$ cat config.mk
export PLATFORM = sky130hd
export DESIGN_NAME = q_serializer
export DESIGN_NICKNAME = d
export VERILOG_FILES = /design/src/rtl/q_serializer_pkg.sv /design/src/rtl/q_serializer_phase_timer.sv /design/src/rtl/q_serializer.sv
export SDC_FILE = /design/constraint.sdc
export NUM_CORES = 1
export LEC_CHECK = 0
export BUFFER_PORTS_ARGS = -buffer_cell sky130_fd_sc_hd__buf_4
export CAP_MARGIN = 20
export CELL_PAD_IN_SITES_DETAIL_PLACEMENT = 1
export CELL_PAD_IN_SITES_GLOBAL_PLACEMENT = 2
export CORE_MARGIN = 2
export CORE_UTILIZATION = 33
export DETAILED_ROUTE_END_ITERATION = 7
export HOLD_SLACK_MARGIN = 0.08
export PLACE_DENSITY = 0.79
export SYNTH_ARGS = -nofsm -noshare
export SYNTH_HDL_FRONTEND = slang
export SYNTH_SLANG_ARGS = --single-unit
$ cat constraint.sdc
create_clock -name clk -period 3.3 [get_ports clk]
set_input_delay 0.165 -clock clk [delete_from_list [all_inputs] [get_ports clk]]
set_output_delay 0.165 -clock clk [all_outputs]
set_load 0.02 [all_outputs]
$ cat src/rtl/q_serializer_pkg.sv
// q_serializer_pkg: link constants, FSM state type and helpers for the serialized-charge link
package q_serializer_pkg;
   localparam int BUS_WIDTH     = 10;
   localparam int Q_PER_PULSE   = 30;
   localparam int WTD_BUS_WIDTH = 2;
   localparam int WTD_DEPTH     = 2 ** WTD_BUS_WIDTH;
   typedef enum logic [2:0] {IDLE, HIGH, LOW, GAP, DONE} q_ser_state_t;
   function automatic int max3(input int a, input int b, input int c);
      return (a > b) ? ((a > c) ? a : c) : ((b > c) ? b : c);
   endfunction
endpackage

$ cat src/rtl/q_serializer_phase_timer.sv
// phase_timer: loadable down-counter that flags zero, timing each FSM phase
// Ports: clk/rst, load_i + val_i reload the count, zero_o high when count is 0
module phase_timer #(
   parameter int W = 4
) (
   input  logic         clk,
   input  logic         rst,
   input  logic         load_i,
   input  logic [W-1:0] val_i,
   output logic         zero_o
);
   logic [W-1:0] cnt_q;
   always_ff @(posedge clk) begin
      if (rst) cnt_q <= '0;
      else if (load_i) cnt_q <= val_i;
      else if (cnt_q != '0) cnt_q <= cnt_q - 1'b1;
   end
   assign zero_o = cnt_q == '0;
endmodule

$ cat src/rtl/q_serializer.sv
// q_serializer: turns a charge word into one pulse per Q_PER_PULSE quantum, then a trailing low gap
// Ports: clk/rst, enable (abort when low), q_in/in_valid/in_ready handshake,
// q_serialized pulse line, busy, done strobe, pulses_sent and q_remainder results
module q_serializer #(
   parameter int BUS_WIDTH   = q_serializer_pkg::BUS_WIDTH,
   parameter int Q_PER_PULSE = q_serializer_pkg::Q_PER_PULSE,
   parameter int HIGH_CYCLES = 1,
   parameter int LOW_CYCLES  = 1,
   parameter int GAP_CYCLES  = 8
) (
   input  logic                 clk,
   input  logic                 rst,
   input  logic                 enable,
   input  logic [BUS_WIDTH-1:0] q_in,
   input  logic                 in_valid,
   output logic                 in_ready,
   output logic                 q_serialized,
   output logic                 busy,
   output logic                 done,
   output logic [BUS_WIDTH-1:0] pulses_sent,
   output logic [BUS_WIDTH-1:0] q_remainder
);
   import q_serializer_pkg::*;
   localparam int CW = $clog2(max3(HIGH_CYCLES, LOW_CYCLES, GAP_CYCLES) + 1);
   localparam logic [BUS_WIDTH-1:0] QPP = BUS_WIDTH'(Q_PER_PULSE);
   if (GAP_CYCLES <= WTD_DEPTH) begin : g_gap_chk
      $error("GAP_CYCLES must exceed the receiver watchdog depth");
   end
   if (Q_PER_PULSE < 1 || Q_PER_PULSE >= 2 ** BUS_WIDTH) begin : g_qpp_chk
      $error("Q_PER_PULSE out of range");
   end
   if (HIGH_CYCLES < 1 || LOW_CYCLES < 1) begin : g_cyc_chk
      $error("HIGH_CYCLES and LOW_CYCLES must be at least 1");
   end
   q_ser_state_t state_q, state_d;
   logic [BUS_WIDTH-1:0] res_q, pulses_q, rem_q;
   logic qs_q, done_q, tz, ld, acc, enter_high;
   logic [CW-1:0] ld_val;
   always_comb begin
      state_d = state_q;
      unique case (state_q)
         IDLE:    state_d = (in_valid && enable) ? ((q_in >= QPP) ? HIGH : GAP) : IDLE;
         HIGH:    state_d = tz ? LOW : HIGH;
         LOW:     state_d = tz ? ((res_q >= QPP) ? HIGH : GAP) : LOW;
         GAP:     state_d = tz ? DONE : GAP;
         default: state_d = IDLE;
      endcase
      if (!enable) state_d = IDLE;
   end
   assign ld = state_d != state_q;
   assign ld_val = (state_d == HIGH) ? CW'(HIGH_CYCLES - 1) :
                   (state_d == LOW)  ? CW'(LOW_CYCLES - 1)  :
                   (state_d == GAP)  ? CW'(GAP_CYCLES - 1)  : '0;
   assign acc = state_q == IDLE && state_d != IDLE;
   assign enter_high = state_d == HIGH && state_q != HIGH;
   phase_timer #(.W(CW)) u_timer (
      .clk    (clk),
      .rst    (rst),
      .load_i (ld),
      .val_i  (ld_val),
      .zero_o (tz)
   );
   always_ff @(posedge clk) begin
      if (rst) begin
         state_q  <= IDLE;
         res_q    <= '0;
         pulses_q <= '0;
         rem_q    <= '0;
         qs_q     <= 1'b0;
         done_q   <= 1'b0;
      end else begin
         state_q <= state_d;
         qs_q    <= state_d == HIGH;
         done_q  <= state_d == DONE;
         // a pulse is accounted the moment HIGH is entered, even straight from IDLE
         if (enter_high) begin
            res_q    <= (acc ? q_in : res_q) - QPP;
            pulses_q <= (acc ? '0 : pulses_q) + BUS_WIDTH'(1);
         end else if (acc) begin
            res_q    <= q_in;
            pulses_q <= '0;
         end
         if (state_d == DONE && state_q != DONE) rem_q <= res_q;
      end
   end
   assign in_ready     = state_q == IDLE && enable;
   assign busy         = state_q != IDLE;
   assign q_serialized = qs_q;
   assign done         = done_q;
   assign pulses_sent  = pulses_q;
   assign q_remainder  = rem_q;
endmodule

==> flow_summary_export.csv, run 1 <==
group,metric,value,unit
floorplanning,rows,29,
yosys,syn-num-nets,264,
routing,drc,0,
sta,fin_skew,0.00131,ns
final_layout,nFillCells,771,
critical_path,r2r-start,"state_q[0]",
routing,ant_nets,0,
sta,rsz0062_at_grt,"false",
sta,setup_viol,0,
placement,gp_congestion,0.737,
sta,finalSetupTns,0,ns
critical_path,worstSetupEndpointType,"register",
sta,timing.final.crit_share,88.8,%
sta,setup_ws,0.371,ns
cts,cts_resized,0,
routing,wl,5810,µm
hold_path,hold_depth,3,
routing,first_pass_iters,4,
global_route,antenna_found_initial,0,
sta,period_minus_slack,2.93,ns
critical_path,worst_r2r_path_depth,9,
placement,dp_hpwl,4130,µm
critical_path,reg2reg_to,"res_q[7]",
floorplanning,initial_core_util,33.6,%
floorplanning,dieArea,7010,µm²
cts,htreeDepth,2,
cts,worstSkewPairLatency,0.29,ns
cts,clock-root-buffer,"clkbuf_8",
cts,clk_path_buf_depth,2,
global_route,grt_max_degree,31,
yosys,async_reset_ff_share,0,%
cts,cts.clk_slew.worst_paths,0.08,ns
final_layout,ff_latch_area,781,µm²
routing,vias_per_cell,5.59,
yosys,synth_area,2100,µm²
pwr,p_leak,0.994,nW
pwr,powerDensity,570,nW/µm²
cts,cts-hold-fix-buffers,0,
floorplanning,core_area,6240,µm²
sta,max_freq,341,MHz
floorplanning,io_pins,38,
final_layout,drive_above_1_share,22.3,%
cts,numCtsBuffers,5,
cts,cts_tree,"done",
global_route,grt_pass1_wl,9780,µm
final_layout,multi_input_area,1210,µm²
yosys,yosys_most_used_dff,"dfxtp_1",
global_route,grt_overflow,0,
global_route,grt_pass1_vias,1980,
final_layout,layout.nets,298,
critical_path,path_class,"reg -> reg",
pwr,ir_drop,277,µV
yosys,syn_inst,247,
floorplanning,die_h,83.7,µm
yosys,syn_area_per_cell,8.49,µm²
placement,dp_cells,351,
cts,post-cts-setup-buffers,0,
yosys,synth-warning-count,0,
final_layout,layoutNonFillerInstCount,359,
routing,dr.first_iter.drc_count,51,
outcome,status,"finished clean",
placement,place_ws,0.376,ns
sta,slew_headroom,52.2,%
sta,report.final.hold_viol_count,0,
hold_path,min_to,"res_q[0]",
critical_path,crit_arrival,3.12,ns
critical_path,start_kind,"register",
final_layout,synthToLayoutAreaGrowth,20.6,%
critical_path,ff2ff_setup_slack,0.37,ns
floorplanning,die-width,83.7,µm
flow_run,cap_viol_max_count,0,
hold_path,hp-start,"q_in[0]",
global_route,grt_usage,16.9,%
yosys,ys_types,42,
cts,clock_sinks,39,
routing,vias,2006,
final_layout,diodes,0,
sta,tightest_slew,0.717,ns
placement,portBuffers,37,
hold_path,hp-class,"in -> reg",
yosys,synth.ff_latch_count,39,
critical_path,critPathRequiredTime,3.49,ns
sta,drv_slew,0,
yosys,yosysSeqAreaShare,37.2,%
routing,wl_per_cell,16.2,µm
yosys,synth_edf_count,0,
critical_path,crit_fanout,13,
## routing by layer
| layer | vias to the layer above | part of all wire, % | wire length [µm] | global-route usage (%) |
|---|---|---|---|---|
| met3 | 4 | 2.9 | 168 | 3.36 |
| met1 | 982 | 49 | 2840 | 23.0 |
| met5 | - | 0 | 0 | 0 |
| met4 | 0 | 0.77 | 45 | 4.40 |
| met2 | 26 | 47 | 2750 | 27.5 |
| li1 | 994 | - | - | - |
## synthesized netlist by cell type, types with 6 or more instances
cell,number,share of area [%]
a21oi_1,20,4.8
or4_1,7,2.5
o31ai_1,7,2.5
buf_2,7,1.7
nand4_1,9,2.7
dfxtp_1,39,37
inv_1,6,1.1
nand3_1,14,3.3
o21ai_0,9,2.1
nor2_1,20,3.6
nor3_1,9,2.1
nand2_1,10,1.8
mux2i_1,22,11
and3_1,9,2.7
clkbuf_1,9,1.6
## power breakdown
part	internal (mW)	switching (mW)
registers	0.519	0.0549
clock network	0.149	0.182
logic	0.223	0.314
total	0.892	0.551
## sequential cells by signal, summed over array words and instances, names as in the netlist
name	flops
done	1
u_timer.cnt_q	4
q_remainder	10
res_q	10
state_q	3
q_serialized	1
pulses_sent	10
## worst max-delay path, cell delays in order (launching register included)
cell and delay, ns:
dfxtp_1 0.43, nor4b_1 0.41, and2_1 0.31, mux2_2 0.38, ha_1 0.24, and3_1 0.19
nand3_1 0.09, o221ai_1 0.13, or4_1 0.48, and3_1 0.17
## worst max-delay path by stage
stage	startpoint	to	slack (ns)	cells after the start
after floorplan	state_q[2]	res_q[7]	0.69	10
after global placement	state_q[0]	res_q[7]	0.45	9
after detailed placement	state_q[0]	res_q[7]	0.38	9
after CTS	state_q[0]	res_q[7]	0.35	9
after global routing	state_q[0]	res_q[9]	0.13	9
final	state_q[0]	res_q[7]	0.37	9
## through the flow
stage | instance area, µm² | hold WS, ns | power (mW) | utilization [%]
final | 2530 | 0.136 | 1.44 | 40.5
after global routing | 2530 | 0.143 | 1.54 | 40.5
after CTS | 2530 | 0.125 | 1.47 | 40.5
after detailed placement | 2450 | 0.445 | 1.13 | 39.2
after global placement | 2450 | 0.461 | 1.11 | 39.2
after floorplan | 2100 | 0.301 | 0.964 | -
## cells in the final DEF, fill, tap and decap left out, types with 2 or more instances in the layout
cell type and count:
mux2i_1 22, nand4_1 9, clkbuf_8 5, a211oi_1 2
a21oi_1 20, and2_1 3, nor3_1 8, or4_1 7
mux2_2 2, o21ai_0 9, inv_1 6, nor2b_1 2
o31ai_1 7, dfxtp_1 39, and3_1 9, nor4_1 5
nand2b_1 2, buf_4 45, nor2_1 20, clkbuf_1 2
nand3_1 14, or3_1 4, nand2_1 10, nor3b_1 2
a31o_2 5, a31oi_1 3, nor4b_1 2, ha_1 3
## cells by family (layout without fill, tap and decap cells)
| logic type | Yosys count | in the layout | share of synthesized area [%] |
|---|---|---|---|
| simple gates | 103 | 103 | 27.6 |
| xor+xnor | 1 | 1 | 0.418 |
| flops | 39 | 39 | 37.2 |
| fa+ha+maj | 3 | 3 | 1.79 |
| buf+inv | 24 | 59 | 5.25 |
| compound gates | 53 | 53 | 16.1 |
| mux | 24 | 24 | 11.6 |
## layout make-up
class                   count  share of cell area (%)
repair buffers             45                    13.4
clock inverters             1                   0.198
clock buffers               7                    3.02
inverters                   6                   0.890
flip-flops and latches     39                    30.9
multi-input cells         184                    47.9
well taps                  77                    3.81
Note: power is estimated with default switching activity, not from simulation.
==> run 2, diff against run 1 <==
--- a/config.mk
+++ b/config.mk
@@ -16,4 +16,5 @@
 export PLACE_DENSITY = 0.79
 export SYNTH_ARGS = -nofsm -noshare
 export SYNTH_HDL_FRONTEND = slang
+export SYNTH_HIERARCHICAL = 1
 export SYNTH_SLANG_ARGS = --single-unit
==> flow_summary_export.csv, run 2 <==
group,metric,value,unit
critical_path,critPathRequiredTime,3.51,ns
final_layout,diodes,0,
global_route,grt_pass1_vias,1853,
placement,dp_cells,336,
cts,clock_sinks,39,
floorplanning,dieArea,6900,µm²
critical_path,start_kind,"register",
sta,rsz0062_at_grt,"false",
yosys,synth.ff_latch_count,39,
pwr,power_frac_clock,31.9,%
yosys,synth-warning-count,6,
hold_path,hold_depth,3,
cts,worstSkewPairLatency,0.28,ns
routing,ant_nets,0,
routing,vias,1850,
routing,first_pass_iters,4,
routing,wl,5390,µm
hold_path,hp-class,"in -> reg",
sta,setup_ws,0.649,ns
cts,numCtsBuffers,5,
final_layout,final_cell_mix,"dfxtp_1, buf_4, nor2_1, a21oi_1, mux2i_1",
final_layout,synthToLayoutAreaGrowth,20.9,%
flow_run,cap_viol_max_count,0,
yosys,yosysMostFrequentCell,"dfxtp_1",
cts,cts_resized,0,
sta,report.final.hold_viol_count,0,
cts,cts-hold-fix-buffers,0,
hold_path,min_to,"res_q[0]",
yosys,ys_top_cells_by_area,"dfxtp_1, mux2i_1, a21oi_1, nor2_1, nand3_1",
global_route,grt_pass1_wl,9030,µm
cts,clk_path_buf_depth,2,
critical_path,cpPeakStageDelay,0.67,ns
placement,place_ws,0.643,ns
pwr,p_leak,1.10,nW
pwr,switching_share,30.0,%
pwr,p_seq_share,42.1,%
placement,dp_hpwl,3930,µm
placement,gp_congestion,0.798,
routing,vias_per_cell,5.38,
yosys,synth_top_area_cell,"dfxtp_1",
final_layout,post-route-util,41.6,%
global_route,grt_usage,15.9,%
final_layout,layout.nets,284,
final_layout,drive_above_1_share,23.8,%
routing,drc,0,
yosys,synth_area,2060,µm²
pwr,pwr-share-comb,26.0,%
sta,tightest_slew,0.653,ns
global_route,antenna_found_initial,0,
pwr,p_sw,0.388,mW
critical_path,worst_r2r_path_depth,7,
yosys,yosys_most_used_dff,"dfxtp_1",
yosys,synth_edf_count,0,
placement,portBuffers,37,
sta,period_minus_slack,2.65,ns
pwr,power.internal,0.906,mW
final_layout,layoutNonFillerInstCount,344,
final_layout,final_common_cell,"dfxtp_1",
critical_path,worstSetupEndpointType,"register",
sta,max_freq,377,MHz
yosys,async_reset_ff_share,0,%
placement,place_area,2380,µm²
pwr,powerDensity,519,nW/µm²
outcome,status,"finished clean",
cts,clock-root-buffer,"clkbuf_8",
global_route,grt_overflow,0,
hold_path,hp-start,"q_in[0]",
sta,timing.final.crit_share,80.3,%
floorplanning,rows,28,
cts,post-cts-setup-buffers,0,
sta,hold_slack,0.159,ns
critical_path,cp_top_family,"simple AND/OR/NAND/NOR gates",
yosys,syn_inst,235,
global_route,grt_max_degree,34,
critical_path,path_cells,"or4b_4 -> inv_6 -> nand2_4 -> or4b_4 -> a21oi_1 -> nor2b_1 -> nor3_1",
critical_path,path_class,"reg -> reg",
floorplanning,die-width,83.1,µm
pwr,ir_drop,342,µV
sta,drv_slew,0,
sta,fin_skew,0.00389,ns
cts,cts.clk_slew.worst_paths,0.08,ns
cts,htreeDepth,2,
yosys,ys_types,51,
critical_path,slowest_stage,"or4b_4",
critical_path,crit_fanout,23,
final_layout,final_cell_area,2490,µm²
critical_path,worst_path_most_repeated_cell,"or4b_4",
yosys,yosysSeqAreaShare,37.8,%
critical_path,r2r-start,"state_q[0]",
sta,setup_viol,0,
floorplanning,io_pins,38,
yosys,syn_area_per_cell,8.78,µm²
critical_path,crit_arrival,2.86,ns
critical_path,reg2reg_to,"u_timer/cnt_q[2]",
routing,wl_per_cell,15.7,µm
pwr,report.power.total,1.29,mW
routing,dr.first_iter.drc_count,65,
floorplanning,core_area,5990,µm²
sta,finalSetupTns,0,ns
critical_path,crit_buf_inv,1,
critical_path,ff2ff_setup_slack,0.65,ns
yosys,syn-num-nets,251,
floorplanning,die_h,83.1,µm
yosys,synth_top_area_share,37.8,%
floorplanning,initial_core_util,34.4,%
cts,cts_tree,"done",
yosys,yosys-top-cells-count,"dfxtp_1, nor2_1, a21oi_1",
sta,slew_headroom,56.1,%
[run 2: cell count changes in the layout (fill, tap and decap cells not counted), sizes merged, moves of 4 or more]
| cell | previous run | this run |
|---|---|---|
| o31ai | 7 | 3 |
| or4 | 7 | 2 |
| mux2i | 22 | 17 |
| and3 | 9 | 3 |
| o21ai | 9 | 4 |
| buf | 45 | 38 |
[run 2: cells by family (layout without fill, tap and decap cells)]
kind of cell               after synthesis  after routing  share of synthesized area, %
xor gates and xnor gates                 3              3                          1.27
and+or+nand+nor                         94             94                          26.1
adders and majority gates                2              2                          1.21
AOI/OAI and AO/OA                       53             53                          17.4
buffers and inverters                   21             55                          5.03
DFF                                     39             39                          37.8
muxes                                   22             22                          11.0
other                                    1              1                         0.182
[run 2: worst max path at each step]
stage / startpoint / to / depth (start not counted) / slack (ns)
2_1_floorplan: state_q[0] / pulses_sent[8] / 11 / 0.75
3_3_place_gp: state_q[0] / q_serialized / 6 / 0.76
3_5_place_dp: state_q[0] / u_timer/cnt_q[2] / 7 / 0.64
4_1_cts: state_q[0] / u_timer/cnt_q[2] / 7 / 0.62
5_1_grt: state_q[0] / u_timer/cnt_q[2] / 7 / 0.45
6_report: state_q[0] / u_timer/cnt_q[2] / 7 / 0.65
[run 2: area by class of cell]
class / instances / area (µm²)
clock buffer: 6 / 82.6
clock inverter: 2 / 35.0
timing repair buffer: 38 / 285
tap: 75 / 93.8
sequential: 39 / 781
multi-input combinational: 175 / 1180
fill: 728 / 3500
inverter: 9 / 38.8
[run 2: per-layer routing]
layer / vias up / track usage, % / part of all wire [%]
met4: 0 / 5.22 / 1.1
met2: 25 / 25.4 / 47
met1: 887 / 21.3 / 49
met3: 6 / 3.18 / 2.7
met5: - / 0 / 0
li1: 932 / - / -
[run 2: worst reg2reg max path: cells and delay by family, from the launching register on]
kind | cells | cell delay (ns)
DFF | 1 | 0.41
and+or+nand+nor | 5 | 1.77
AOI/OAI and AO/OA | 1 | 0.28
buffers and inverters | 1 | 0.12
[run 2: power groups by stage]
stage | logic (mW) | registers [mW] | clock network [mW]
floorplan | 0.256 | 0.549 | 0
global placement | 0.329 | 0.556 | 0
detailed placement | 0.334 | 0.557 | 0
CTS | 0.337 | 0.546 | 0.433
global route | 0.373 | 0.551 | 0.448
finish | 0.336 | 0.545 | 0.412
